`src/rtl/button_conditioner_pkg.sv`:
```
// Shared helpers for the push-button conditioning path.
// Counter widths are derived from the cycle counts so that each counter can hold its terminal value.
package button_conditioner_pkg;

   // Number of bits needed to hold values 0..n, with a floor of 1 bit
   function automatic int cnt_width(input int n);
      return (n < 1) ? 1 : $clog2(n + 1);
   endfunction

endpackage

```
`src/rtl/button_channel.sv`:
```
// One push-button lane: 2-flop synchronizer, debounce filter, edge pulses and long-press timer.
// The release pulse port is named release_ because "release" is a reserved word.
module button_channel
   import button_conditioner_pkg::*;
#(
   parameter int DEBOUNCE_CYCLES   = 120000,
   parameter int LONG_PRESS_CYCLES = 12000000
) (
   input  logic CLK,
   input  logic reset_n,
   input  logic btn,
   output logic state,
   output logic press,
   output logic release_,
   output logic long_press
);

   localparam int DB_W   = cnt_width(DEBOUNCE_CYCLES);
   localparam int HOLD_W = cnt_width(LONG_PRESS_CYCLES);

   localparam logic [DB_W-1:0]   DB_LAST   = DB_W'(DEBOUNCE_CYCLES - 1);
   localparam logic [HOLD_W-1:0] HOLD_MAX  = HOLD_W'(LONG_PRESS_CYCLES);
   localparam logic [HOLD_W-1:0] HOLD_LAST = HOLD_W'(LONG_PRESS_CYCLES - 1);

   logic [1:0]        sync_ff;
   logic              sync;
   logic [DB_W-1:0]   db_cnt,   db_cnt_nxt;
   logic [HOLD_W-1:0] hold_cnt, hold_cnt_nxt;
   logic              state_nxt;
   logic              press_nxt;
   logic              release_nxt;
   logic              long_press_nxt;
   logic              accept;

   assign sync = sync_ff[1];

   always_ff @(posedge CLK or negedge reset_n) begin
      if (!reset_n) begin
         sync_ff <= '0;
      end else begin
         sync_ff <= {sync_ff[0], btn};
      end
   end

   // A differing level is accepted only after an unbroken run of DEBOUNCE_CYCLES;
   // any return to the current level throws away the partial count.
   always_comb begin
      accept      = 1'b0;
      db_cnt_nxt  = '0;
      state_nxt   = state;
      press_nxt   = 1'b0;
      release_nxt = 1'b0;
      if (sync != state) begin
         if (db_cnt == DB_LAST) begin
            accept      = 1'b1;
            state_nxt   = sync;
            press_nxt   = sync;
            release_nxt = ~sync;
         end else begin
            db_cnt_nxt = db_cnt + 1'b1;
         end
      end
   end

   // hold_cnt is zero while released, so it reads zero in the press cycle and
   // reaches HOLD_MAX exactly LONG_PRESS_CYCLES edges later, then sticks there.
   always_comb begin
      hold_cnt_nxt   = '0;
      long_press_nxt = 1'b0;
      if (state) begin
         hold_cnt_nxt = hold_cnt;
         if (hold_cnt != HOLD_MAX) begin
            hold_cnt_nxt = hold_cnt + 1'b1;
         end
         long_press_nxt = (hold_cnt == HOLD_LAST);
      end
   end

   always_ff @(posedge CLK or negedge reset_n) begin
      if (!reset_n) begin
         db_cnt     <= '0;
         hold_cnt   <= '0;
         state      <= 1'b0;
         press      <= 1'b0;
         release_   <= 1'b0;
         long_press <= 1'b0;
      end else begin
         db_cnt     <= db_cnt_nxt;
         hold_cnt   <= hold_cnt_nxt;
         state      <= state_nxt;
         press      <= press_nxt;
         release_   <= release_nxt;
         long_press <= long_press_nxt;
      end
   end

endmodule

```
`src/rtl/button_conditioner.sv`:
```
// Conditions WIDTH raw asynchronous buttons into debounced levels plus press/release/long-press pulses.
// Lanes are fully independent; every output comes straight from a flop.
module button_conditioner #(
   parameter int WIDTH             = 2,
   parameter int DEBOUNCE_CYCLES   = 120000,
   parameter int LONG_PRESS_CYCLES = 12000000
) (
   input  logic             CLK,
   input  logic             reset_n,
   input  logic [WIDTH-1:0] BTN,
   output logic [WIDTH-1:0] state,
   output logic [WIDTH-1:0] press,
   output logic [WIDTH-1:0] release_,
   output logic [WIDTH-1:0] long_press
);

   if (DEBOUNCE_CYCLES < 1) begin : g_bad_debounce
      $error("button_conditioner: DEBOUNCE_CYCLES must be at least 1");
   end
   if (LONG_PRESS_CYCLES < 1) begin : g_bad_long_press
      $error("button_conditioner: LONG_PRESS_CYCLES must be at least 1");
   end

   for (genvar i = 0; i < WIDTH; i++) begin : g_ch
      button_channel #(
         .DEBOUNCE_CYCLES   (DEBOUNCE_CYCLES),
         .LONG_PRESS_CYCLES (LONG_PRESS_CYCLES)
      ) u_ch (
         .CLK        (CLK),
         .reset_n    (reset_n),
         .btn        (BTN[i]),
         .state      (state[i]),
         .press      (press[i]),
         .release_   (release_[i]),
         .long_press (long_press[i])
      );
   end

endmodule

```
`config.mk`:
```
export PLATFORM = sky130hd
export DESIGN_NAME = button_conditioner
export DESIGN_NICKNAME = d
export VERILOG_FILES = /design/src/rtl/button_conditioner_pkg.sv /design/src/rtl/button_channel.sv /design/src/rtl/button_conditioner.sv
export SDC_FILE = /design/constraint.sdc
export NUM_CORES = 1
export LEC_CHECK = 0
export ABC_CLOCK_PERIOD_IN_PS = 2500
export CAP_MARGIN = 20
export CORE_MARGIN = 3
export CORE_UTILIZATION = 45
export CTS_BUF_LIST = sky130_fd_sc_hd__clkbuf_16
export DETAILED_ROUTE_END_ITERATION = 8
export SLEW_MARGIN = 15
export SYNTH_ARGS = -nofsm -noshare
export SYNTH_HDL_FRONTEND = slang
export SYNTH_HIERARCHICAL = 1
export SYNTH_SLANG_ARGS = --single-unit
```
`constraint.sdc`:
```
create_clock -name CLK -period 2.5 [get_ports CLK]
set_clock_uncertainty 0.2 [all_clocks]
set_input_delay 0.25 -clock CLK [delete_from_list [all_inputs] [get_ports CLK]]
set_output_delay 0.25 -clock CLK [all_outputs]
set_load 0.01 [all_outputs]
```
Yosys cells after proc, flatten, opt, wreduce, memory -nomap -nowiden

Cells that the tools add are included.

Bits in registers: 94
Bits of input ports: 4
Logic and storage cells: 50

Add/sub/neg operators: 4
Eq/ne operators: 10
Mux-type cells: 18
Bitwise operators: 2
Reduce and logical (&&, ||, !) cells: 2

Operators by type and width:

| cell                                           | count |
|---|---|
| two-way mux 24 bit                             | 4 |
| two-way mux 17 bit                             | 4 |
| adder 24 x 1 -> 24 bit (second input constant) | 2 |
| == test 24 bit (second input constant)         | 2 |
| != test 24 bit (second input constant)         | 2 |
| adder 17 x 1 -> 17 bit (second input constant) | 2 |
| == test 17 bit (second input constant)         | 2 |
| two-way mux 1 bit                              | 10 |
| != test 2 bit (second input constant)          | 2 |
| AND reduction 2 bit                            | 2 |
| != test 1 bit                                  | 2 |
| NOT 1 bit                                      | 2 |

Logic depth before layout (Yosys ltp)

Depth in word-level cells: 3
Gate-level depth with buffers: 6
Gate-level depth less buffers: 6

By module

The synthesis kept the hierarchy.

Modules (own cells, without submodules):

| module         | times used | cells each | area each (um^2) |
|---|---|---|---|
| button_channel | 2          | 240        | 2,356.0 |

Worst setup path after synthesis

OpenSTA, ideal clock, no wires.

Path type: reg2reg
Start: reg g_ch[0].u_ch.db_cnt[8]
End: reg g_ch[0].u_ch.state
Arrival: 1,911 ps
Slack: 264 ps
Cell stages (with the launch flop): 5
Path buffers: 0
Clock period less this slack: 2,236 ps
Cell sequence: dfrtp_1 > or4b_1 > or4_4 > or2_4 > mux2_4

Word-level cells in the longest chain between the ends: 2

RTL lines:

| element                       | RTL line             | source |
|---|---|---|
| from (decl)                   | button_channel.sv:27 | `logic [DB_W-1:0] db_cnt, db_cnt_nxt;` |
| from (signal assigned)        | button_channel.sv:88 | `db_cnt <= db_cnt_nxt;` |
| == test 17 bit                | button_channel.sv:54 | `if (db_cnt == DB_LAST) begin` |
| AND reduction 2 bit (no line) | --                   |  |
| to (signal assigned)          | button_channel.sv:90 | `state <= state_nxt;` |
| to (decl)                     | button_channel.sv:12 | `output logic state,` |

Every way passes these cells.
A chain may end at the register's enable or synchronous reset.

Worst setup path after layout

Start: reg g_ch[1].u_ch.db_cnt[8]
End: reg g_ch[1].u_ch.state

Word-level cells in the longest chain between the ends: 2

RTL lines:

| element                       | RTL line |
|---|---|
| from (decl)                   | button_channel.sv:27 |
| from (signal assigned)        | button_channel.sv:88 |
| == test 17 bit                | button_channel.sv:54 |
| AND reduction 2 bit (no line) | -- |
| to (signal assigned)          | button_channel.sv:90 |
| to (decl)                     | button_channel.sv:12 |

Every way passes these cells.

==> qor.txt <==
status - finished, final reports clean
RePlAce Congestion - 0.833
nets@finish - 509
H-tree depth - 3
initial antenna violation count - 0
Arrival @ worst endpoint - 2.32 ns
vias - 3619
worst hold path type - register to register
Max stage delay on crit path - 0.53 ns
HPWL Detailed - 6.53 mm
Worst-Margin Slew - 0.690 ns
worst path cell trace - or4b_1 > or4_4 > or2_4 > mux2_4
global route overflow - 0
proportion of layout cells with a drive suffix above 1 - 7.95%
kind of critical path - register to register
first-pass GRT wire length - 16.5 mm
Final Hold Viols - 0
FP Rows - 36
CTS tree - yes
drt total wl - 9.48 mm
CTS clk-pin slew, worst paths - 0.07 ns
Seq cells post-synth - 94
sequential share of power - 50.2%
Achievable Freq - 436 MHz
Synth Cell Area - 0.00471 mm^2
Clock Power Share - 47.4%
RSZ-0062 raised after global routing - false
fillers - 890
DRT Pass-1 Iters - 5
Gate power share - 2.4%
crit-path leading delay family - simple AND/OR/NAND/NOR gates
Clk Latency, worst-skew pair - 0.34 ns
Async S/R FF share, synth - 100%
residual DRC count - 0
DR iter-0 viols - 177
period utilization - 91.8%
Post-synth EDFFs - 0
sequential area share after synthesis - 49.9%
post-DR vias/cell - 5.69
CP endpoint kind - register
DP Worst Slack - 0.202 ns
Unique masters post-synth - 36
Max Buffers Root-to-Sink - 2
Avg Inst Size Synth - 9.82 um^2
Final Worst Setup Slack - 0.205 ns
Critical Path RT - 2.52 ns
Die Wd - 108 um
Buf/Inv on CP - 0
Final Max Slew Viols - 0
IO Count - 12
slowest CP cell - or4b_1
Critical Path Fanout Max - 7
total clock buffers created by CTS - 9
type of origin of the critical path - register
I/O Buffers - 11
GRT Overall Usage - 17.5%
hold slack - 0.155 ns
DIE AREA - 0.0117 mm^2
Final min period - 2.30 ns
Layout Utilization - 53.9%
Final Power - 3080 uW
max_slew headroom - 53.9%
Root Driver - clkbuf_16
Synthesis Warnings - 6
Starting Density - 47.3%
vias in the first global route - 3495
largest net degree at the start of global routing - 44
Layout area overhead - 13.8%
net count after synthesis - 490
Top FF cell, synth - dfrtp_1
worst IR drop on VDD - 0.265 mV
Setup-failing EPs final - 0
Routed Antenna Nets - 0
Total Negative Setup Slacks - 0 ns
Core ar. - 0.00995 mm^2
PD cells - 574 mW/mm^2
Routed wire per std cell - 14.9 um
Die Y - 108 um
clock sinks - 94
Net Sw Frac - 21.0%
Max Cap Viol - 0
Cells after Synth - 480
diode count - 0
Sw Pwr - 645 uW
Pint - 2430 uW
leakage - 0.00202 uW
==> placed cells by master (no fill, tap or decap), drive strengths merged, types with 2 or more instances in the layout <==
| cell type | count |
|---|---|
| nor4b | 6 |
| nor2 | 44 |
| buf | 15 |
| clkdlybuf4s50 | 10 |
| or4 | 16 |
| xor2 | 28 |
| o22ai | 2 |
| and4 | 14 |
| clkbuf | 9 |
| nand3b | 2 |
| mux2 | 2 |
| or4b | 2 |
| or3 | 12 |
| nor3b | 2 |
| nor4 | 10 |
| bufinv | 2 |
| and4b | 2 |
| o31a | 2 |
| and2 | 6 |
| o21a | 2 |
| a21oi | 26 |
| mux2i | 6 |
| ha | 6 |
| or2 | 4 |
| clkinvlp | 2 |
| nand2b | 2 |
| and3 | 6 |
| nand4 | 28 |
| xnor2 | 16 |
| inv | 10 |
| o21ai | 14 |
| o31ai | 14 |
| nand2 | 38 |
| nand3 | 38 |
| nor3 | 10 |
| dfrtp | 94 |
==> layer usage <==
| metal | vias up | routed length [um] | GRT usage, % |
|---|---|---|---|
| li1 | 1797 | - | - |
| met4 | 0 | 60 | 5.68 |
| met5 | - | 0 | 0 |
| met1 | 1769 | 4680 | 24.4 |
| met3 | 4 | 253 | 3.22 |
| met2 | 49 | 4480 | 27.8 |
==> cell families (layout without fill, tap and decap cells) <==
| logic type | Yosys count | after routing | share of synthesized area [%] |
|---|---|---|---|
| fa+ha+maj | 6 | 6 | 1.59 |
| simple gates | 242 | 242 | 28.7 |
| compound gates | 60 | 60 | 7.59 |
| xor+xnor | 44 | 44 | 8.18 |
| mux | 8 | 8 | 1.91 |
| flops | 94 | 94 | 49.9 |
| buf+inv | 26 | 49 | 2.12 |
==> power groups by stage <==
stage               combinational, uW  clock [uW]  sequential [uW]
detailed placement               74.5           0             1570
finish                           72.5        1460             1550
floorplan                        20.7           0             1570
global placement                 74.6           0             1570
global route                     84.5        1560             1550
CTS                              76.4        1500             1550
==> metrics by stage <==
step / instances / cell area (um^2)
5_1_grt: 636 / 5360
3_5_place_dp: 620 / 5030
2_1_floorplan: 480 / 4710
3_3_place_gp: 620 / 5030
4_1_cts: 636 / 5360
6_report: 636 / 5360
==> repair_timing <==
item,CTS,global route
endpoints found under the hold margin,41,0
buffers inserted,0,0
hold buffers,1,0
resized for setup,0,0
==> flip-flops by register name (all words and copies together) (netlist names) <==
signal / cells
g_ch.u_ch/hold_cnt: 48
g_ch.u_ch/db_cnt: 34
g_ch.u_ch/sync_ff: 4
g_ch.u_ch/long_press: 2
g_ch.u_ch/press: 2
g_ch.u_ch/release_: 2
g_ch.u_ch/state: 2
==> cells in the mapped netlist, types with 6 or more instances <==
cell	n	area share, %
o21ai_0	12	1.3
nor2_1	44	3.5
or3_1	12	1.6
and3_1	6	0.80
clkbuf_1	16	1.3
ha_1	6	1.6
nand4_1	28	3.7
inv_1	8	0.64
or4_1	14	2.2
dfrtp_1	94	50
xor2_1	28	5.2
a21oi_1	26	2.8
nor4_1	10	1.3
nand2_1	38	3.0
nor3_1	10	1.1
o31ai_1	14	2.2
nand3_1	38	4.0
and2_1	6	0.80
nor4b_1	6	1.1
mux2i_1	6	1.3
xnor2_1	16	3.0
and4_1	14	2.6
==> final timing paths <==
check,startpoint,to,slack (ns),cells after the start
hold reg to reg,g_ch[0].u_ch/sync_ff[0]$_DFF_PN0_,g_ch[0].u_ch/sync_ff[1]$_DFF_PN0_,0.15,0
min in group asynchronous,reset_n,g_ch[1].u_ch/long_press$_DFF_PN0_,0.25,2
setup reg to reg,g_ch[1].u_ch/db_cnt[8]$_DFF_PN0_,g_ch[1].u_ch/state$_DFFE_PN0P_,0.20,4
max in group asynchronous,reset_n,g_ch[0].u_ch/db_cnt[7]$_DFF_PN0_,1.20,3
hold / removal,g_ch[0].u_ch/sync_ff[0]$_DFF_PN0_,g_ch[0].u_ch/sync_ff[1]$_DFF_PN0_,0.15,0
setup / recovery,g_ch[1].u_ch/db_cnt[8]$_DFF_PN0_,g_ch[1].u_ch/state$_DFFE_PN0P_,0.20,4
==> layout make-up <==
cell class | instances | area [um^2] | area share [%]
clock buffers | 9 | 225 | 4.20
clock inverters | 6 | 92.6 | 1.73
inverters | 8 | 30.0 | 0.560
multi-input cells | 360 | 2260 | 42.1
flip-flops and latches | 94 | 2350 | 43.9
well taps | 133 | 166 | 3.10
repair buffers | 26 | 235 | 4.39
No activity file was read; power rests on OpenSTA's default activity.
